--- src/rtl/dsp_multiplier.sv ---
// dsp_multiplier: pipelined unsigned WIDTH x WIDTH multiplier with a fixed LATENCY,
// with registers placed to fit a DSP slice (operand regs, M reg, P reg, extra delay regs).
module dsp_multiplier #(
  parameter int WIDTH   = 18,
  parameter int LATENCY = 3
) (
  input  logic                 clock,
  input  logic                 reset,
  input  logic [WIDTH-1:0]     A,
  input  logic [WIDTH-1:0]     B,
  output logic [2*WIDTH-1:0]   result
);
  localparam int PW = 2 * WIDTH;
  if (WIDTH < 1 || WIDTH > 64 || LATENCY < 1 || LATENCY > 8) begin : g_bad
    $error("dsp_multiplier: WIDTH must be 1..64 and LATENCY 1..8");
  end
  if (LATENCY == 1) begin : g_l1
    logic [PW-1:0] p;
    always_ff @(posedge clock or negedge reset)
      if (!reset) p <= '0;
      else p <= PW'(A) * PW'(B);
    assign result = p;
  end else begin : g_ln
    logic [WIDTH-1:0] a_q, b_q;
    // pipe[0] is the M stage; every later entry is the P stage or an extra delay stage
    logic [PW-1:0] pipe [LATENCY-1];
    always_ff @(posedge clock or negedge reset)
      if (!reset) begin
        a_q <= '0;
        b_q <= '0;
        for (int i = 0; i < LATENCY - 1; i++) pipe[i] <= '0;
      end else begin
        a_q <= A;
        b_q <= B;
        pipe[0] <= PW'(a_q) * PW'(b_q);
        for (int i = 1; i < LATENCY - 1; i++) pipe[i] <= pipe[i-1];
      end
    assign result = pipe[LATENCY-2];
  end
endmodule

--- config.mk ---
export PLATFORM = sky130hd
export DESIGN_NAME = dsp_multiplier
export DESIGN_NICKNAME = d
export VERILOG_FILES = /design/src/rtl/dsp_multiplier.sv
export SDC_FILE = /design/constraint.sdc
export NUM_CORES = 1
export LEC_CHECK = 0
export BUFFER_PORTS_ARGS = -buffer_cell sky130_fd_sc_hd__buf_2
export CORE_UTILIZATION = 40
export DETAILED_ROUTE_END_ITERATION = 7
export PLACE_DENSITY = 0.65
export SKIP_LAST_GASP = 1
export SYNTH_ARGS = -nofsm -noshare
export SYNTH_HDL_FRONTEND = slang
export SYNTH_SLANG_ARGS = --single-unit
export TNS_END_PERCENT = 5
--- constraint.sdc ---
create_clock -name clock -period 6.3 [get_ports clock]
set_clock_uncertainty 0.2 [all_clocks]
set_input_delay 0.945 -clock clock [delete_from_list [all_inputs] [get_ports clock]]
set_output_delay 0.945 -clock clock [all_outputs]
set_load 0.005 [all_outputs]
* Word level (Yosys, flattened, before mapping)
Index checks and enable logic that the tools add are counted.
Operators by class: $mul 1
Operators with widths (number):
- $mul 18x18->36 | 1
Storage, ports and cells: bits in registers 108, input bits 38, word-level logic and storage cells 5

* Longest topological paths before layout
word-level depth 1, gate-level depth with buffers 23

* Least setup slack after synthesis
OpenSTA, ideal clock, no wires.
path kind register to register, start register g_ln.b_q[9], end register g_ln.pipe[71] (netlist name), library setup time 0.129 ns, arrival 5.866 ns, data required time 5.971 ns, setup slack 0.104 ns, stages on the path, launching flop included 22, buffers on the path 2, clock period less this slack 6.196 ns, path through dfrtp_1 clkbuf_1 clkbuf_1 nand2_1 fa_1 inv_1 fa_1 inv_1 fa_1 inv_1 fa_1 fa_1 inv_1 fa_1 inv_1 ha_1 o21ai_2 a2111o_1 o221a_1 o31a_2 o21ba_1 o41a_1
Between the ends: word-level cells in the longest chain between the ends 1
Ends and longest elaborated chain:
- start, declared | line 24 | logic [WIDTH-1:0] a_q, b_q;
- start signal, assigned | line 30 | b_q <= '0;
- start signal, assigned | line 34 | b_q <= B;
- $mul 18x18->36 | line 35 | pipe[0] <= PW'(a_q) * PW'(b_q);
- end, declared | line 26 | logic [PW-1:0] pipe [LATENCY-1];
No other way between the ends.

* Final worst setup path
start register g_ln.a_q[10], end register g_ln.pipe[71] (netlist name)
Between the ends: word-level cells in the longest chain between the ends 1
Ends and longest elaborated chain:
- start, declared | line 24
- start signal, assigned | line 29 | a_q <= '0;
- start signal, assigned | line 33 | a_q <= A;
- $mul 18x18->36 | line 35
No other way between the ends.

==> impl_metrics.toml <==
[run_status]
outcome = "finished clean"

[die]
fp.dieH_um = 187
ioPinCount = 74
die_x_um = 187
start_util_pct = 40.6
num_rows = 67
core_mm2 = 0.0335
dieArea_mm2 = 0.0348

[timing]
fmax_mhz = 165
max_slew_margin_pct = 51.2
finalSetupViolCount = 0
drv_slew = 0
worst_pin_slew_ns = 0.732
finalHoldViolCount = 0
fin_crit_sh_pct = 96.4
fin_tns_setup_ns = 0
rsz0062_at_grt = "true"
worst_slack_ns = 0.227
fin_crit_ns = 6.07

[routing]
viasPerCell = 4.85
drt_iter0_markers = 485
firstDrtPassIters = 5
drc = 0
wl_mm = 30.1
antenna_left = 0
routedWlPerCell_um = 15.8
num_vias = 9225

[synth]
ys_async_sr_fraction_pct = 100
synth_top_area_share_pct = 37.6
synth_area_leaders = "fa_1 (38%), dfrtp_1 (20%), ha_1 (10%), inv_1 (8.9%), and2_1 (7.3%)"
ys_types = 43
synth.avg_cell_area_um2 = 9.84
yosysWarnings = 0
ys_ff_latch = 108
synth_top_area_cell = "fa_1"
synth_edf_count = 0
synth_fp_nets = 1788
postSynthCellCount = 1384
netlist_area_mm2 = 0.0136
ys_seq_area_share_pct = 19.8
synth-main-ff-cell = "dfrtp_1"

[setup_path]
worstPathArrival_ns = 6.12
critical-path-max-stage-delay_ns = 0.55
critical_path_class = "flip-flop to flip-flop"
critPathCaptureType = "flip-flop"
crit_chain = "and2_1 > fa_1 > inv_1 > fa_1 > inv_1 > fa_1 > fa_1 > fa_1 > inv_1 > fa_1 > inv_1 > ha_1 > o21ai_2 > a2111o_1 > o221a_1 > o31a_2 > o21ba_1 > o41a_1"
cp.required_ns = 6.35
cp-start-kind = "flip-flop"
path_max_fanout = 13
cpMostUsedCell = "fa_1"
crit_slowest_cell = "fa_1"
critPathBufInv = 4
cp_top_family = "adder cells"

[layout]
area.sequential_mm2 = 0.00272
insertedDiodeCount = 0
multi_input_area_mm2 = 0.00926
fin_nets = 1855
finalInstanceArea_mm2 = 0.0149
fillers = 3229
syn_to_final_growth_pct = 9.77
drive_above_1_share_pct = 12.2
final_util_pct = 44.6

[global_route]
grt_pass1_wl_mm = 49.8
grt_use_total_pct = 18.3
grt_pass1_vias = 9806
grt.overflow.total = 0
busiest_layer = "met2"
grt.met1_usage_pct = 23.8
antenna_found_initial = 1
grt_use_met3_pct = 3.05
grt_max_degree = 59
grt_use_met2_pct = 30.9

[clock_tree]
hold_buffers = 0
cts_sinks = 108
clk_latency_ns = 0.38
clkSlewWorstSetupHoldPaths_ns = 0.08
cts_max_path_buffers = 2
h-tree-depth = 3
cts_tree = "built"
cts_buffers = 9
clockRootBuffer = "clkbuf_16"

[job]
maxCapViolCount = 0

[placement]
place_hpwl_mm = 25.0
dp_slack_ns = 0.0835
io_buffer_count = 73
place_area_mm2 = 0.0146
gp_congestion = 0.889

[worst_hold_path]
hold_class = "flip-flop to flip-flop"
## layout by cell type, fill, tap and decap left out, types with 2 or more instances in the layout
cell type  count
and2_1       158
a21oi_1       32
nand3_1        3
buf_2         72
nand4_1        5
nor2_1        13
o21a_1         3
o21bai_1       6
buf_4         65
dfrtp_2       17
nand2_1      187
xnor2_1       22
ha_1         110
a21o_1        12
fa_1         256
nand2b_1       3
a31oi_1        7
dfrtp_1       91
clkbuf_16      9
buf_12         2
xor2_1         9
clkinv_4       3
nor3_1         4
o21ai_0       18
a31o_2         2
a211o_1        2
inv_1        322
## layout make-up
cell class | instances | area share, %
Multi-Input combinational cell | 871 | 61.9
Sequential cell | 108 | 18.2
Inverter | 322 | 8.09
Timing Repair Buffer | 139 | 5.94
Tap cell | 448 | 3.75
Clock buffer | 9 | 1.51
Clock inverter | 7 | 0.578
## cells in the mapped netlist (all sizes together) (9+ instances only)
library cell and n:
inv 322, fa 256, nand2 187, and2 158, ha 110, dfrtp 108
clkbuf 45, buf 38, a21oi 32, xnor2 22, o21ai 19, nor2 13
a21o 12, xor2 9
## repair_timing
item | 4_1_cts | 5_1_grt
endpoints found under the setup margin | 0 | 10
setup buffers | 0 | 2
resized for setup | 0 | 17
## logic make-up after synthesis
logic type | Yosys count | synth area share, %
buffers and inverters | 405 | 12.2
AND/OR/NAND/NOR | 377 | 13.6
adder cells (fa/ha/maj) | 366 | 47.7
flip-flops | 108 | 19.8
AO/OA/AOI/OAI | 97 | 4.63
XOR/XNOR | 31 | 1.99
## registers in the layout, indices dropped and copies added (netlist names)
name       flops
g_ln.a_q      18
g_ln.pipe     36
result        36
g_ln.b_q      18
## layer usage
layer	vias up	part of all wire, %
met1	4728	41
met2	282	50
met4	2	2.8
met5	-	0.046
met3	52	5.7
li1	4161	-
## final timing paths
kind	slack, ns	start	endpoint	cells past startpoint
worst max-delay path	0.23	g_ln.a_q[10]	g_ln.pipe[71]	18
worst min-delay path	0.15	g_ln.pipe[55]	result[19]	0
worst max register to register	0.23	g_ln.a_q[10]	g_ln.pipe[71]	18
worst min register to register	0.15	g_ln.pipe[55]	result[19]	0
max in group asynchronous	4.24	reset	g_ln.a_q[12]	2
min in group asynchronous	0.43	reset	g_ln.pipe[49]	1
## per-stage QoR
step / hold WS [ns] / instances
finish: 0.149 / 1904
floorplan: 0.131 / 1384
detailed placement: 0.136 / 1886
global route: 0.158 / 1904
CTS: 0.152 / 1902
global placement: 0.132 / 1886
Power is not shown: default switching activity piles up to over one toggle a cycle in this logic, so the estimate is an artifact.
